**src/rtl/mips_core_pkg.sv**
```systemverilog
// Shared core types and widths used by the stream buffer and its AXI read interfaces.
// The width macros are normally supplied by mips_core.svh; these defaults apply only when that header is absent.
`ifndef ADDR_WIDTH
`define ADDR_WIDTH 32
`endif
`ifndef DATA_WIDTH
`define DATA_WIDTH 32
`endif

package mips_core_pkg;

    localparam int ADDR_W    = `ADDR_WIDTH;
    localparam int DATA_W    = `DATA_WIDTH;
    localparam int AXI_ID_W  = 4;
    localparam int AXI_LEN_W = 8;

    typedef enum logic [2:0] {
        IDLE  = 3'd0,
        REQ   = 3'd1,
        RECV  = 3'd2,
        FULL  = 3'd3,
        DRAIN = 3'd4
    } stream_buffer_state_t;

endpackage

```
**src/rtl/stream_buffer_if.sv**
```systemverilog
// AXI read-address and read-data channel bundles shared between the
// prefetch masters and the memory arbiter.
interface axi_read_address;
    import mips_core_pkg::*;

    logic                 ARVALID;
    logic                 ARREADY;
    logic [ADDR_W-1:0]    ARADDR;
    logic [AXI_LEN_W-1:0] ARLEN;
    logic [AXI_ID_W-1:0]  ARID;

    modport master (output ARVALID, ARADDR, ARLEN, ARID, input ARREADY);
    modport slave  (input ARVALID, ARADDR, ARLEN, ARID, output ARREADY);
endinterface

interface axi_read_data;
    import mips_core_pkg::*;

    logic                RVALID;
    logic                RREADY;
    logic [AXI_ID_W-1:0] RID;
    logic [DATA_W-1:0]   RDATA;
    logic                RLAST;

    modport master (input RVALID, RID, RDATA, RLAST, output RREADY);
    modport slave  (output RVALID, RID, RDATA, RLAST, input RREADY);
endinterface

```
**src/rtl/stream_buffer.sv**
```systemverilog
// Single-line sequential prefetch buffer: after an i-cache miss it fetches the
// next line over AXI and offers it as a hit if the following miss asks for it.
module stream_buffer
    import mips_core_pkg::*;
#(
    parameter int LINE_WORDS = 4,
    parameter int SB_ID      = 2
) (
    input  logic                              clk,
    input  logic                              rst_n,
    input  logic                              miss_valid,
    input  logic [`ADDR_WIDTH-1:0]            miss_addr,
    output logic                              hit,
    output logic [LINE_WORDS*`DATA_WIDTH-1:0] hit_line,
    axi_read_address.master                   mem_read_address,
    axi_read_data.master                      mem_read_data
);

    localparam int                  CNT_W     = $clog2(LINE_WORDS);
    localparam logic [ADDR_W-1:0]   LINE_STEP = ADDR_W'(LINE_WORDS);
    localparam logic [CNT_W-1:0]    LAST_CNT  = CNT_W'(LINE_WORDS - 1);
    localparam logic [AXI_ID_W-1:0] MY_ID     = AXI_ID_W'(SB_ID);

    stream_buffer_state_t state_q, state_d;
    logic [ADDR_W-1:0]    tag_q, tag_d;
    logic [ADDR_W-1:0]    pend_addr_q, pend_addr_d;
    logic                 pend_q, pend_d;
    logic [CNT_W-1:0]     cnt_q, cnt_d;
    logic [LINE_WORDS-1:0][DATA_W-1:0] line_q, line_d;

    logic rready;
    logic beat;
    logic last_beat;

    assign rready    = (state_q == RECV) || (state_q == DRAIN);
    // Beats tagged for another master are left for their owner.
    assign beat      = rready && mem_read_data.RVALID && (mem_read_data.RID == MY_ID);
    assign last_beat = beat && (mem_read_data.RLAST || (cnt_q == LAST_CNT));

    assign hit      = (state_q == FULL) && miss_valid && (miss_addr == tag_q);
    assign hit_line = line_q;

    assign mem_read_address.ARVALID = (state_q == REQ);
    assign mem_read_address.ARADDR  = tag_q;
    assign mem_read_address.ARLEN   = AXI_LEN_W'(LINE_WORDS - 1);
    assign mem_read_address.ARID    = MY_ID;
    assign mem_read_data.RREADY     = rready;

    always_comb begin
        state_d     = state_q;
        tag_d       = tag_q;
        pend_addr_d = pend_addr_q;
        pend_d      = pend_q;
        cnt_d       = cnt_q;
        line_d      = line_q;

        case (state_q)
            IDLE: begin
                if (miss_valid) begin
                    tag_d   = miss_addr + LINE_STEP;
                    state_d = REQ;
                end
            end
            REQ: begin
                // The request in flight must stay put; remember the redirect instead.
                if (miss_valid) begin
                    pend_addr_d = miss_addr;
                    pend_d      = 1'b1;
                end
                if (mem_read_address.ARREADY) begin
                    cnt_d   = '0;
                    state_d = RECV;
                end
            end
            RECV: begin
                if (beat) begin
                    line_d[cnt_q] = mem_read_data.RDATA;
                    cnt_d         = cnt_q + 1'b1;
                end
                if (miss_valid) begin
                    // A redirect landing on the final beat needs no drain.
                    if (last_beat) begin
                        tag_d   = miss_addr + LINE_STEP;
                        pend_d  = 1'b0;
                        state_d = REQ;
                    end else begin
                        pend_addr_d = miss_addr;
                        pend_d      = 1'b1;
                        state_d     = DRAIN;
                    end
                end else if (last_beat) begin
                    if (pend_q) begin
                        tag_d   = pend_addr_q + LINE_STEP;
                        pend_d  = 1'b0;
                        state_d = REQ;
                    end else begin
                        state_d = FULL;
                    end
                end
            end
            DRAIN: begin
                if (miss_valid) begin
                    pend_addr_d = miss_addr;
                end
                if (beat && mem_read_data.RLAST) begin
                    tag_d   = pend_addr_d + LINE_STEP;
                    pend_d  = 1'b0;
                    state_d = REQ;
                end
            end
            FULL: begin
                if (miss_valid) begin
                    tag_d   = (hit ? tag_q : miss_addr) + LINE_STEP;
                    state_d = REQ;
                end
            end
            default: state_d = IDLE;
        endcase
    end

    always_ff @(posedge clk or negedge rst_n) begin
        if (!rst_n) begin
            state_q     <= IDLE;
            tag_q       <= '0;
            pend_addr_q <= '0;
            pend_q      <= 1'b0;
            cnt_q       <= '0;
            line_q      <= '0;
        end else begin
            state_q     <= state_d;
            tag_q       <= tag_d;
            pend_addr_q <= pend_addr_d;
            pend_q      <= pend_d;
            cnt_q       <= cnt_d;
            line_q      <= line_d;
        end
    end

endmodule

```
**src/flat_wrapper.sv**
```systemverilog
// flat-port wrapper written by rule: the top's interface ports become plain ports
module stream_buffer_flat import mips_core_pkg::*;
#(
    parameter int LINE_WORDS = 4,
    parameter int SB_ID      = 2
)
  (clk, rst_n, miss_valid, miss_addr, hit, hit_line, mem_read_address_ARVALID, mem_read_address_ARADDR, mem_read_address_ARLEN, mem_read_address_ARID, mem_read_address_ARREADY, mem_read_data_RVALID, mem_read_data_RID, mem_read_data_RDATA, mem_read_data_RLAST, mem_read_data_RREADY);
  axi_read_address mem_read_address_i ();
  axi_read_data mem_read_data_i ();
  input  logic clk;
  input  logic rst_n;
  input  logic miss_valid;
  input  logic [`ADDR_WIDTH-1:0] miss_addr;
  output logic hit;
  output logic [LINE_WORDS*`DATA_WIDTH-1:0] hit_line;
  output wire logic [$bits(mem_read_address_i.ARVALID)-1:0] mem_read_address_ARVALID;
  output wire logic [$bits(mem_read_address_i.ARADDR)-1:0] mem_read_address_ARADDR;
  output wire logic [$bits(mem_read_address_i.ARLEN)-1:0] mem_read_address_ARLEN;
  output wire logic [$bits(mem_read_address_i.ARID)-1:0] mem_read_address_ARID;
  input wire logic [$bits(mem_read_address_i.ARREADY)-1:0] mem_read_address_ARREADY;
  input wire logic [$bits(mem_read_data_i.RVALID)-1:0] mem_read_data_RVALID;
  input wire logic [$bits(mem_read_data_i.RID)-1:0] mem_read_data_RID;
  input wire logic [$bits(mem_read_data_i.RDATA)-1:0] mem_read_data_RDATA;
  input wire logic [$bits(mem_read_data_i.RLAST)-1:0] mem_read_data_RLAST;
  output wire logic [$bits(mem_read_data_i.RREADY)-1:0] mem_read_data_RREADY;
  assign mem_read_address_ARVALID = mem_read_address_i.ARVALID;
  assign mem_read_address_ARADDR = mem_read_address_i.ARADDR;
  assign mem_read_address_ARLEN = mem_read_address_i.ARLEN;
  assign mem_read_address_ARID = mem_read_address_i.ARID;
  assign mem_read_address_i.ARREADY = mem_read_address_ARREADY;
  assign mem_read_data_i.RVALID = mem_read_data_RVALID;
  assign mem_read_data_i.RID = mem_read_data_RID;
  assign mem_read_data_i.RDATA = mem_read_data_RDATA;
  assign mem_read_data_i.RLAST = mem_read_data_RLAST;
  assign mem_read_data_RREADY = mem_read_data_i.RREADY;
  stream_buffer #(.LINE_WORDS(LINE_WORDS), .SB_ID(SB_ID)) u_core (.clk(clk), .rst_n(rst_n), .miss_valid(miss_valid), .miss_addr(miss_addr), .hit(hit), .hit_line(hit_line), .mem_read_address(mem_read_address_i), .mem_read_data(mem_read_data_i));
endmodule
```
**config.mk**
```make
export PLATFORM = sky130hd
export DESIGN_NAME = stream_buffer_flat
export DESIGN_NICKNAME = d
export VERILOG_FILES = /design/src/rtl/mips_core_pkg.sv /design/src/rtl/stream_buffer_if.sv /design/src/rtl/stream_buffer.sv /design/src/flat_wrapper.sv
export SDC_FILE = /design/constraint.sdc
export NUM_CORES = 1
export LEC_CHECK = 0
export BUFFER_PORTS_ARGS = -buffer_cell sky130_fd_sc_hd__buf_2
export CAP_MARGIN = 20
export CELL_PAD_IN_SITES_DETAIL_PLACEMENT = 1
export CELL_PAD_IN_SITES_GLOBAL_PLACEMENT = 1
export CORE_ASPECT_RATIO = 2
export CORE_MARGIN = 1
export CORE_UTILIZATION = 42
export CTS_CLUSTER_SIZE = 20
export DETAILED_ROUTE_END_ITERATION = 16
export PLACE_DENSITY_LB_ADDON = 0.12
export SYNTH_ARGS = -nofsm -noshare
export SYNTH_HDL_FRONTEND = slang
export SYNTH_SLANG_ARGS = --single-unit
export TNS_END_PERCENT = 1
```
**constraint.sdc**
```tcl
create_clock -name clk -period 4.1 [get_ports clk]
set_input_delay 0.41 -clock clk [delete_from_list [all_inputs] [get_ports clk]]
set_output_delay 0.41 -clock clk [all_outputs]
set_load 0.05 [all_outputs]
```
## Word-level counts from Yosys, hierarchy flattened

Index checks and enable logic that the tools add are counted.

| cells by class | value |
|---|---|
| add/subtract/negate cells | 5 |
| magnitude comparators | 2 |
| equal/unequal tests | 19 |
| mux-type cells | 34 |
| reduce and logical (&&, ||, !) cells | 20 |

Operators with widths:

| kind | number |
|---|---|
| 32-bit 2-to-1 mux | 13 |
| 32-bit by 3-bit adder with 32-bit output (second input constant) | 4 |
| 128-bit bitwise mux | 1 |
| 32-bit case mux with 4 select lines | 1 |
| 32-bit case mux with 3 select lines | 1 |
| 32-bit demux with 2-bit select | 1 |
| 32-bit == test | 1 |
| 3-bit 2-to-1 mux | 6 |
| 2-bit != test (second input constant) | 6 |
| 3-bit case mux with 4 select lines | 1 |
| 2-bit by 1-bit != test with 1-bit output (second input constant) | 4 |
| 4-bit AND reduction | 2 |
| 1-bit logical AND | 7 |
| 3-bit by 2-bit == test with 1-bit output (second input constant) | 2 |
| 2-bit 2-to-1 mux | 3 |
| 3-bit by 2-bit != test with 1-bit output (second input constant) | 2 |
| 3-bit AND reduction | 2 |
| 6-bit AND reduction | 1 |
| 1-bit 2-to-1 mux | 5 |
| 4-bit by 2-bit == test with 1-bit output (second input constant) | 1 |
| 2-bit case mux with 2 select lines | 1 |
| 4-bit nonzero test | 1 |
| 3-bit by 1-bit == test with 1-bit output (second input constant) | 1 |
| 3-bit == test (second input constant) | 1 |
| other kinds (11) | 12 |

| storage, ports and cells | value |
|---|---|
| flip-flop bits (word level) | 198 |
| input bits | 74 |
| output and inout port bits | 175 |
| logic and storage cells | 89 |

## Longest topological paths before layout

Gate-level depths: netlist of the first run.

| depth | value |
|---|---|
| depth in word-level cells | 8 |
| gate-level depth with buffers | 15 |
| depth with buffers taken out | 14 |

## Worst setup path before layout of the first run

OpenSTA, ideal clock, no wires.

| timing path | value |
|---|---|
| kind | flip-flop to flip-flop |
| start point | register u_core.tag_q[13], in the netlist u_core.mem_read_address.ARADDR[13] |
| end point | register u_core.tag_q[23], in the netlist u_core.mem_read_address.ARADDR[23] |
| setup time | 82 ps |
| data arrival time | 3462 ps |
| data required time | 4018 ps |
| setup slack | 557 ps |
| cell stages (with the launch flop) | 13 |
| buffers on the path | 1 |
| cell sequence | dfrtp_1 > xnor2_1 > o221ai_2 > nor4_4 > nand4_2 > inv_2 > buf_6 > o221ai_1 > nor3_2 > nand2_1 > or4_4 > or4b_1 > a31oi_1 |

| on the way | value |
|---|---|
| word-level cells in the longest chain between the ends | 6 |

RTL lines:

| what | line | text |
|---|---|---|
| start, declared | stream_buffer.sv:25 | `logic [ADDR_W-1:0] tag_q, tag_d;` |
| start signal, assigned | stream_buffer.sv:131 | `tag_q <= tag_d;` |
| 32-bit == test | stream_buffer.sv:40 | `assign hit = (state_q == FULL) && miss_valid && (miss_addr == tag_q);` |
| 1-bit logical AND | stream_buffer.sv:40 |  |
| net hit | flat_wrapper.sv:14 | `output logic hit;` |
| 32-bit 2-to-1 mux | stream_buffer.sv:113 | `tag_d = (hit ? tag_q : miss_addr) + LINE_STEP;` |
| 32-bit by 3-bit adder with 32-bit output | stream_buffer.sv:113 |  |
| 32-bit 2-to-1 mux | stream_buffer.sv:112 | `if (miss_valid) begin` |
| 32-bit case mux with 4 select lines | stream_buffer.sv:57 | `case (state_q)` |

The timed path passes the listed nets, and every way through them passes these cells. The select of a mux whose other input is x is not followed.
A chain may end at the register's enable or synchronous reset.

## Worst setup path in the final report of the first run

| timing path | value |
|---|---|
| start point | register u_core.tag_q[18], in the netlist u_core.mem_read_address.ARADDR[18] |
| end point | register u_core.tag_q[23], in the netlist u_core.mem_read_address.ARADDR[23] |

| on the way | value |
|---|---|
| word-level cells in the longest chain between the ends | 6 |

RTL lines:

| what | line |
|---|---|
| 32-bit == test | stream_buffer.sv:40 |
| 1-bit logical AND | stream_buffer.sv:40 |
| 32-bit 2-to-1 mux (*) | stream_buffer.sv:113 |
| 32-bit by 3-bit adder with 32-bit output (*) | stream_buffer.sv:113 |
| 32-bit 2-to-1 mux (*) | stream_buffer.sv:112 |
| 32-bit case mux with 4 select lines (*) | stream_buffer.sv:57 |

Every way passes the cells marked *; elsewhere a longest branch is shown, timed or not. The select of a mux whose other input is x is not followed.

==> results.sh, run 1 <==
export IMPL_vias=9754
export IMPL_maxSlewHeadroom_pct=42.78
export IMPL_grt_max_degree=98
export IMPL_dp_hpwl_um=30420
export IMPL_drc=0
export IMPL_syn_inst=1070
export IMPL_crit_path_max_incr_delay_ns=0.56
export IMPL_synth_seq_area_share_pct=44.72
export IMPL_netlist_area_um2=11080
export IMPL_routedWlPerCell_um=24.56
export IMPL_endpoint_kind="flip-flop"
export IMPL_port_buffer_count=236
export IMPL_gr_total_overflow=0
export IMPL_p_total_w=0.009801
export IMPL_start_util_pct=43.02
export IMPL_grt_pass1_vias=10550
export IMPL_drtAntennaViolNets=0
export IMPL_synth_simple_area_share_pct=14.79
export IMPL_critPathMaxFanout=9
export IMPL_avgSynthCellArea_um2=10.36
export IMPL_ios=249
export IMPL_fin_skew_ns=0.01029
export IMPL_leakage_nw=6.492
export IMPL_gp_congestion=0.9655
export IMPL_die_area_um2=27080
export IMPL_ys_async_sr_fraction_pct=100.0
export IMPL_h_tree_depth=4
export IMPL_core_um2=25750
export IMPL_rows=83
export IMPL_synth_compound_area_share_pct=10.76
export IMPL_post_route_util_pct=51.89
export IMPL_die_w_um=116.9
export IMPL_reg2reg_to="u_core.mem_read_address.ARADDR[23]"
export IMPL_clock_sinks=198
export IMPL_cts_root_buf="clkbuf_16"
export IMPL_grt_setup_unrepaired="false"
export IMPL_maxCapViolCount=0
export IMPL_layout_cells_non_filler=1665
export IMPL_worstPathRequired_ns=4.48
export IMPL_clk_latency_ns=0.46
export IMPL_drtPass1Iterations=6
export IMPL_yosysTopAreaCell="dfrtp_1"
export IMPL_die_height_um=231.7
export IMPL_layout_nets=1392
export IMPL_r2r_cells=11
export IMPL_synth_edf_count=0
export IMPL_synth_top_area_share_pct=44.72
export IMPL_cp_arrival_ns=4.40
export IMPL_fmax_mhz=248.8
export IMPL_synth_area_leaders="dfrtp_1 45%, mux2_2 16%, xnor2_1 5.1%"
export IMPL_worst_pin_slew_ns=0.8494
export IMPL_synth_mux_area_share_pct=16.88
export IMPL_ys_ff_latch=198
export IMPL_status="complete, no violations"
export IMPL_synth_ff_type="dfrtp_1"
export IMPL_crit_slowest_cell="or4_4"
export IMPL_finalSetupViolCount=0
export IMPL_fin_setup_tns_ns=0
export IMPL_cts_tree="yes"
export IMPL_via_per_inst=5.858
export IMPL_path_cells="xnor2_1 > nand4_1 > nor4_2 > nand4_2 > inv_2 > nor2_2 > a21oi_1 > nand4b_1 > or4_4 > or4b_1 > a31oi_1"
export IMPL_synthDistinctLibCells=69
export IMPL_fin_crit_ns=4.020
export IMPL_areaGrowthSynthToFinish_pct=20.62
export IMPL_synthXorXnorAreaFrac_pct=8.062
export IMPL_synth_top_family_by_area="multiplexers"
export IMPL_grt_first_pass_wirelength_um=62470
export IMPL_power_density_nw_per_um2=733.3
export IMPL_peakVddDrop_uv=386.7
export IMPL_synth_warnings=0
export IMPL_antenna_found_initial=2
export IMPL_critPathLaunchType="flip-flop"
export IMPL_critPathKind="reg2reg"
export IMPL_drive_gt1_share_pct=37.72
export IMPL_clk_pin_slew_ns=0.08
export IMPL_hold_path_class="in2async"
export IMPL_hold_viol_final=0
export IMPL_timing_rr_start="u_core.mem_read_address.ARADDR[18]"
export IMPL_synth_fa_ha_area_share_pct=0.7904
export IMPL_dp_cells=1632
export IMPL_cts_made_buffers=17
export IMPL_ff2ff_setup_slack_ns=0.08
export IMPL_crit_start="u_core.mem_read_address.ARADDR[18]"
export IMPL_drt_total_wl_um=40900
export IMPL_crit_path_end="u_core.mem_read_address.ARADDR[23]"
export IMPL_drt_initial_drc_count=435
export IMPL_cts_buffer_depth=2
export IMPL_grt_total_usage_pct=31.76
export IMPL_maxSlewViolCount=0
export IMPL_fin_crit_sh_pct=98.04
[cells in the mapped netlist (3+ instances only)]
master,number
dfrtp_1,198
mux2_2,159
nand2_1,80
nor2_1,77
xnor2_1,64
o21ai_0,49
clkbuf_1,40
xor2_1,38
a21oi_1,35
nand3_1,31
nand4_1,23
o22ai_1,23
nor3_1,22
inv_1,18
and3_1,15
buf_1,15
nand2b_1,13
nor4_1,13
buf_4,12
or3_1,9
mux2i_1,8
o221ai_1,8
a221oi_1,7
a222oi_1,7
ha_1,7
o21a_1,7
buf_2,6
o22a_1,6
a22oi_1,5
and4_1,5
nor2b_1,5
a211oi_1,4
and2_1,4
o211ai_1,4
a31oi_1,3
buf_6,3
[layout by cell type, fill, tap and decap left out, types with 8 or more instances in the layout]
master / n
a21oi_1: 35
and3_1: 15
buf_2: 235
buf_4: 51
clkbuf_16: 17
conb_1: 12
dfrtp_1: 198
inv_1: 18
mux2_2: 159
mux2i_1: 8
nand2_1: 80
nand2b_1: 13
nand3_1: 31
nand4_1: 23
nor2_1: 77
nor3_1: 22
nor4_1: 13
o21ai_0: 49
o221ai_1: 8
o22ai_1: 23
or3_1: 9
xnor2_1: 63
xor2_1: 38
[sequential cells by signal, indices dropped and copies added (netlist names)]
signal,count
u_core.cnt_q,2
u_core.state_q,3
u_core.mem_read_address.ARADDR,32
u_core.hit_line,128
u_core.pend_q,1
u_core.pend_addr_q,32
[worst min path at each step]
stage,from,endpoint,slack (ns),cells past startpoint
finish,rst_n,u_core.pend_addr_q[3],0.02,1
global route,rst_n,u_core.pend_addr_q[3],0.1,1
CTS,rst_n,u_core.pend_addr_q[7],0.06,1
detailed placement,u_core.hit_line[45],u_core.hit_line[45],0.49,1
global placement,u_core.hit_line[65],u_core.hit_line[65],0.48,1
floorplan,rst_n,u_core.cnt_q[0],0.11,0
[report_power, final]
part | internal, W | total (W) | switching (W)
Sequential | 0.00248 | 0.00314 | 0.000659
Combinational | 0.00160 | 0.00499 | 0.00339
Clock | 0.000852 | 0.00167 | 0.000819
Total | 0.00493 | 0.00980 | 0.00487
[cell type report]
class,count,area [um^2]
Clock inverter,11,118.9
Fill cell,3002,12390
Antenna cell,2,5.005
Sequential cell,198,4955
Multi-Input combinational cell,786,5757
Inverter,20,75.07
Clock buffer,20,436.7
Timing Repair Buffer,288,1593
Tap cell,340,425.4
[kinds of logic (layout without fill, tap and decap cells)]
kind of cell,Yosys count,in the layout
other,2,14
xor gates and xnor gates,102,102
and+or+nand+nor,319,319
DFF,198,198
muxes,167,167
AOI/OAI and AO/OA,179,179
adders and majority gates,7,7
buffers and inverters,96,339
[timing repair]
| action | CTS | global route |
|---|---|---|
| hold endpoints to repair | 0 | 0 |
| buffers inserted | 0 | 0 |
| endpoints found under the setup margin | 0 | 20 |
| resized for setup | 0 | 1 |
| hold buffers | 0 | 0 |
[through the flow]
| stage | hold WS, ns | setup slack (ns) | area (um^2) |
|---|---|---|---|
| after floorplan | 0.1144 | 0.5566 | 11120 |
| after global placement | 0.4822 | 0.1596 | 12800 |
| after detailed placement | 0.4878 | 0.05912 | 12800 |
| after CTS | 0.05589 | 0.1392 | 13350 |
| after global routing | 0.09836 | 0.01399 | 13360 |
| final | 0.01991 | 0.08020 | 13370 |
[critical path: cells and delay by family, from the launching register on]
family	cells	cell delay [ns]
buffers and inverters	1	0.23
and+or+nand+nor	7	2.29
xor gates and xnor gates	1	0.55
AOI/OAI and AO/OA	2	0.42
DFF	1	0.44
[metal layers]
layer | up-vias | global-route usage, % | wire (um)
met3 | 150 | 7.805 | 2438
met4 | 2 | 23.73 | 3186
met5 | - | 0 | 10
met2 | 377 | 55.03 | 21310
li1 | 4307 | - | -
met1 | 4918 | 32.16 | 13950
Note: power is estimated with default switching activity, not from simulation.
==> run 2, diff against run 1 <==
--- a/config.mk
+++ b/config.mk
@@ -5,13 +5,14 @@
 export SDC_FILE = /design/constraint.sdc
 export NUM_CORES = 1
 export LEC_CHECK = 0
+export ABC_AREA = 1
 export BUFFER_PORTS_ARGS = -buffer_cell sky130_fd_sc_hd__buf_2
 export CAP_MARGIN = 20
 export CELL_PAD_IN_SITES_DETAIL_PLACEMENT = 1
 export CELL_PAD_IN_SITES_GLOBAL_PLACEMENT = 1
 export CORE_ASPECT_RATIO = 2
 export CORE_MARGIN = 1
-export CORE_UTILIZATION = 42
+export CORE_UTILIZATION = 41
 export CTS_CLUSTER_SIZE = 20
 export DETAILED_ROUTE_END_ITERATION = 16
 export PLACE_DENSITY_LB_ADDON = 0.12
==> results.sh, run 2 <==
export IMPL_status="complete, no violations"
export IMPL_fin_setup_tns_ns=0
export IMPL_synth_simple_area_share_pct=33.08
export IMPL_die_area_um2=32910
export IMPL_dp_hpwl_um=47660
export IMPL_synthDistinctLibCells=39
export IMPL_diodes=0
export IMPL_worstPathRequired_ns=4.45
export IMPL_largest_reg_flops=128
export IMPL_critPathKind="reg2reg"
export IMPL_synth_mux_area_share_pct=10.93
export IMPL_port_buffer_count=236
export IMPL_routedWlPerCell_um=24.31
export IMPL_synth_top_family_by_area="simple AND/OR/NAND/NOR gates"
export IMPL_rows=92
export IMPL_antenna_found_initial=0
export IMPL_synth_area_leaders="dfrtp_1 38%, nand2_1 18%, mux2_2 11%"
export IMPL_internal_power_w=0.005033
export IMPL_grt_pass1_vias=14560
export IMPL_yosysTopAreaCell="dfrtp_1"
export IMPL_drtAntennaViolNets=0
export IMPL_drive_gt1_share_pct=21.76
export IMPL_crit_start="u_core.state_q[0]"
export IMPL_grt_setup_unrepaired="false"
export IMPL_syn_inst=1853
export IMPL_netlist_area_um2=13180
export IMPL_ys_async_sr_fraction_pct=100.0
export IMPL_peakVddDrop_uv=455.5
export IMPL_finalSetupViolCount=0
export IMPL_leakage_nw=8.109
export IMPL_worst_pin_slew_ns=0.9460
export IMPL_core_um2=31540
export IMPL_pwr_share_seq_pct=27.2
export IMPL_clockPowerShare_pct=16.2
export IMPL_synth_top_cells_by_count="621 x nand2_1, 256 x nor2_1, 198 x dfrtp_1"
export IMPL_maxSlewHeadroom_pct=36.70
export IMPL_fmax_mhz=292.3
export IMPL_areaGrowthSynthToFinish_pct=16.47
export IMPL_power_switching_w=0.006210
export IMPL_start_util_pct=41.79
export IMPL_clock_sinks=198
export IMPL_wl_met2_um=30580
export IMPL_drc=0
export IMPL_post_place_ws_ns=0.6892
export IMPL_ys_ff_latch=198
export IMPL_pwr_share_comb_pct=56.6
export IMPL_synth_seq_area_share_pct=37.59
export IMPL_h_tree_depth=4
export IMPL_final_common_cell="nand2_1"
export IMPL_cp_arrival_ns=3.78
export IMPL_cts_buffer_depth=2
export IMPL_final_cell_mix="621 x nand2_1, 252 x nor2_1, 235 x buf_2"
export IMPL_die_w_um=128.8
export IMPL_fin_crit_sh_pct=83.44
export IMPL_cts_tree="yes"
export IMPL_synth_fa_ha_area_share_pct=0.6645
export IMPL_p_total_w=0.01124
export IMPL_timing_rr_start="u_core.state_q[0]"
export IMPL_synth_most_common_cell="nand2_1"
export IMPL_die_height_um=255.6
export IMPL_cts_made_buffers=17
export IMPL_endpoint_kind="flip-flop"
export IMPL_synth_warnings=0
export IMPL_gp_congestion=1.015
export IMPL_highest_layer="met4"
export IMPL_hold_viol_final=0
export IMPL_setup_ws_ns=0.6791
export IMPL_dr_wl_met3_um=3513
export IMPL_synthXorXnorAreaFrac_pct=2.259
export IMPL_ios=249
export IMPL_gr_total_overflow=0
export IMPL_clk_latency_ns=0.47
export IMPL_maxCapViolCount=0
export IMPL_critPathLaunchType="flip-flop"
export IMPL_r2r_cells=14
export IMPL_synth_compound_area_share_pct=7.670
export IMPL_grt_max_degree=82
export IMPL_grt_first_pass_wirelength_um=90600
export IMPL_holdPathStages=2
export IMPL_cts_setup_buffers=0
export IMPL_synth_top_area_share_pct=37.59
export IMPL_layout_nets=2136
export IMPL_maxSlewViolCount=0
export IMPL_synth_ff_type="dfrtp_1"
export IMPL_hold_path_class="in2reg"
export IMPL_power_share_switching_pct=55.23
export IMPL_avgSynthCellArea_um2=7.114
export IMPL_critPathMaxFanout=42
export IMPL_fin_crit_ns=3.421
export IMPL_met1_length_um=20920
export IMPL_vias=13640
export IMPL_via_per_inst=5.474
export IMPL_drt_initial_drc_count=822
export IMPL_grt_total_usage_pct=37.89
export IMPL_drt_total_wl_um=60550
export IMPL_drtPass1Iterations=5
export IMPL_cts_root_buf="clkbuf_16"
export IMPL_fin_skew_ns=0.02273
export IMPL_hold_start="mem_read_data_RDATA[29]"
export IMPL_clk_pin_slew_ns=0.08
export IMPL_whs_ns=0.2224
export IMPL_power_density_nw_per_um2=732.4
export IMPL_synth_edf_count=0
run 2: cell count changes in the layout (fill, tap and decap cells not counted), moves of 31 or more:
cell | previous run | this run
nand2_1 | 80 | 621
nor2_1 | 77 | 252
inv_1 | 18 | 143
nand3_1 | 31 | 109
xnor2_1 | 63 | 1
mux2_2 | 159 | 128
run 2: power groups by stage:
stage	Clock, W	Combinational, W	Sequential [W]
6_report	0.00182	0.00636	0.00306
5_1_grt	0.00189	0.00690	0.00312
4_1_cts	0.00184	0.00633	0.00305
3_5_place_dp	0	0.00631	0.00307
3_3_place_gp	0	0.00617	0.00305
2_1_floorplan	0	0.00338	0.00403
run 2: final timing paths:
kind / endpoint / slack, ns
max in group asynchronous: u_core.pend_q / 2.43
worst min-delay path: u_core.hit_line[125] / 0.22
worst min register to register: u_core.pend_addr_q[1] / 0.50
worst max register to register: u_core.mem_read_address.ARADDR[31] / 0.68
worst max-delay path: u_core.mem_read_address.ARADDR[31] / 0.68
min in group asynchronous: u_core.pend_addr_q[3] / 0.53
run 2: area by class of cell:
cell class | instances | area, um^2
fillers | 4167 | 16190
multi-input cells | 1426 | 7289
flip-flops and latches | 198 | 4955
repair buffers | 262 | 1400
inverters | 150 | 563.0
well taps | 423 | 529.3
clock buffers | 18 | 429.2
clock inverters | 14 | 186.4
run 2: stage by stage:
step                cell area [um^2]  util [%]  cells
finish                         15350     48.68   2491
CTS                            15350     48.66   2491
detailed placement             14720     46.68   2458
global route                   15350     48.68   2491
global placement               14720     46.68   2458
floorplan                      13220         -   1863
run 2: timing repair:
item                      4_1_cts  5_1_grt
gates resized for setup         0        0
hold buffers                    1        0
hold endpoints to repair       12        0
run 2: routing by layer:
| metal | track usage (%) | up-vias |
|---|---|---|
| met2 | 66.04 | 463 |
| li1 | - | 6356 |
| met5 | 0 | - |
| met1 | 38.44 | 6635 |
| met4 | 30.39 | 0 |
| met3 | 7.776 | 182 |
run 2: critical path: stages, from the launching register on:
cell and delay, ns:
dfrtp_1 0.49, nand2_2 0.11, nor2_4 0.47, buf_4 0.48, nor2_1 0.10, nor2_1 0.47, nand2_1 0.24, nor2_1 0.28
nand2_1 0.11, nor2_1 0.16, nand3_1 0.09, nand3_1 0.10, nand2_1 0.06, nand2_1 0.08, nand2_1 0.05
run 2: logic make-up (layout without fill, tap and decap cells):
| logic type | after synthesis | count (layout) |
|---|---|---|
| compound gates | 175 | 175 |
| flops | 198 | 198 |
| simple gates | 1070 | 1070 |
| xor+xnor | 34 | 34 |
| buf+inv | 239 | 444 |
| other cells | 2 | 12 |
| mux | 128 | 128 |
| fa+ha+maj | 7 | 7 |
==> run 3, diff against run 2 <==
==> constraint.sdc (replaced) <==
create_clock -name clk -period 3.2 [get_ports clk]
set_input_delay 0.32 -clock clk [delete_from_list [all_inputs] [get_ports clk]]
set_output_delay 0.32 -clock clk [all_outputs]
set_load 0.05 [all_outputs]
==> results.sh, run 3 (synthesis results as in run 2) <==
export IMPL_finalSetupViolCount=0
export IMPL_grt_use_met3_pct=7.441
export IMPL_gr_total_overflow=0
export IMPL_grt_pass1_vias=14860
export IMPL_nFillCells=4230
export IMPL_clk_pin_slew_ns=0.09
export IMPL_cts_tree="yes"
export IMPL_cts_resized=0
export IMPL_layout_nets=2149
export IMPL_vias=13740
export IMPL_core_um2=31540
export IMPL_dp_cells=2471
export IMPL_critPathLaunchType="flip-flop"
export IMPL_grt_max_degree=85
export IMPL_largest_reg_flops=128
export IMPL_critPathMaxFanout=67
export IMPL_leakage_nw=8.205
export IMPL_areaGrowthSynthToFinish_pct=17.72
export IMPL_drive_gt1_share_pct=22.25
export IMPL_ios=249
export IMPL_via_per_inst=5.484
export IMPL_hold_path_class="in2reg"
export IMPL_fin_skew_ns=0.01856
export IMPL_cp_arrival_ns=3.32
export IMPL_maxCapViolCount=0
export IMPL_critPathKind="reg2reg"
export IMPL_r2r_cells=14
export IMPL_fin_crit_ns=2.977
export IMPL_drtAntennaViolNets=0
export IMPL_fin_setup_tns_ns=0
export IMPL_drt_total_wl_um=61130
export IMPL_crit_start="u_core.state_q[0]"
export IMPL_grt_total_usage_pct=38.36
export IMPL_dp_hpwl_um=48120
export IMPL_final_common_cell="nand2_1"
export IMPL_peakVddDrop_uv=499.3
export IMPL_die_w_um=128.8
export IMPL_port_buffer_count=236
export IMPL_grt_busiest_layer="met2"
export IMPL_endpoint_kind="flip-flop"
export IMPL_maxSlewViolCount=0
export IMPL_use_met2_pct=65.89
export IMPL_postCtsHoldBufs=1
export IMPL_cts_made_buffers=17
export IMPL_drt_initial_drc_count=710
export IMPL_start_util_pct=41.79
export IMPL_rows=92
export IMPL_met1_usage_pct=39.40
export IMPL_fmax_mhz=336.0
export IMPL_die_height_um=255.6
export IMPL_die_area_um2=32910
export IMPL_antenna_found_initial=1
export IMPL_drc=0
export IMPL_reg2reg_to="u_core.mem_read_address.ARADDR[13]"
export IMPL_maxSlewHeadroom_pct=33.17
export IMPL_cts_setup_buffers=0
export IMPL_h_tree_depth=4
export IMPL_worstPathRequired_ns=3.54
export IMPL_clk_latency_ns=0.48
export IMPL_seq_area_um2=4955
export IMPL_fin_crit_sh_pct=93.02
export IMPL_multi_input_area_um2=7284
export IMPL_layout_cells_non_filler=2505
export IMPL_timing_rr_start="u_core.state_q[0]"
export IMPL_clock_sinks=198
export IMPL_routedWlPerCell_um=24.40
export IMPL_cts_buffer_depth=2
export IMPL_status="complete, no violations"
export IMPL_worst_pin_slew_ns=1.000
export IMPL_grt_first_pass_wirelength_um=91450
export IMPL_drtPass1Iterations=5
export IMPL_grt_setup_unrepaired="false"
export IMPL_gp_congestion=0.9863
export IMPL_hold_viol_final=0
export IMPL_whs_ns=0.1151
export IMPL_cts_root_buf="clkbuf_16"
export IMPL_crit_path_end="u_core.mem_read_address.ARADDR[13]"
export IMPL_post_route_util_pct=49.20
export IMPL_power_density_nw_per_um2=943.2
export IMPL_final_cell_mix="621 x nand2_1, 252 x nor2_1, 235 x buf_2"
export IMPL_ff2ff_setup_slack_ns=0.22
run 3: changes by cell type in the layout (fill, tap and decap cells not counted), sizes merged:
cell	previous run	this run
buf	260	273
clkbuf	19	18
inv	157	161
clkinv	6	3
diode	0	1
run 3: cell type report:
type / instances / share of cell area (%)
Sequential cell: 198 / 31.93
Tap cell: 423 / 3.411
Multi-Input combinational cell: 1426 / 46.94
Timing Repair Buffer: 275 / 9.974
Inverter: 150 / 3.628
Antenna cell: 1 / 0.01613
Clock inverter: 15 / 1.355
Clock buffer: 17 / 2.741
run 3: worst min-delay path by stage:
stage / start / end / cells past startpoint
detailed placement: rst_n / u_core.pend_addr_q[4] / 1
global route: mem_read_data_RDATA[9] / u_core.hit_line[9] / 2
finish: mem_read_data_RDATA[21] / u_core.hit_line[53] / 2
global placement: rst_n / u_core.pend_addr_q[4] / 1
floorplan: rst_n / u_core.cnt_q[0] / 0
CTS: mem_read_data_RDATA[13] / u_core.hit_line[77] / 2
run 3: metal layers:
| metal | part of all wire (%) | up-vias | wire length, um |
|---|---|---|---|
| met4 | 9.7 | 0 | 5918 |
| li1 | - | 6376 | - |
| met2 | 50 | 490 | 30540 |
| met5 | 0 | - | 0 |
| met1 | 35 | 6685 | 21380 |
| met3 | 5.4 | 186 | 3295 |
run 3: stage by stage:
stage	instance area [um^2]	worst slack [ns]	power, W
global route	15520	0.05447	0.01549
detailed placement	14870	0.1999	0.01218
floorplan	13220	0.6132	0.009499
global placement	14870	0.2442	0.01201
finish	15520	0.2235	0.01464
CTS	15510	0.2988	0.01460
run 3: critical path, stage by stage, from the launching register on:
cell     delay [ns]
dfrtp_1        0.50
nand2_2        0.10
nor2_4         0.24
buf_12         0.30
nor2_1         0.09
nor2_1         0.17
nand2_1        0.12
nor2_1         0.33
nand2_1        0.10
nor2_1         0.44
nand2_1        0.10
nand3_1        0.09
nand2_1        0.08
nand2_1        0.09
o21ai_1        0.07
run 3: power by group:
group	leakage [nW]	internal [W]	switching [W]
sequential	2.63	0.00320	0.000715
clock	0.310	0.00116	0.00123
combinational	5.27	0.00221	0.00613
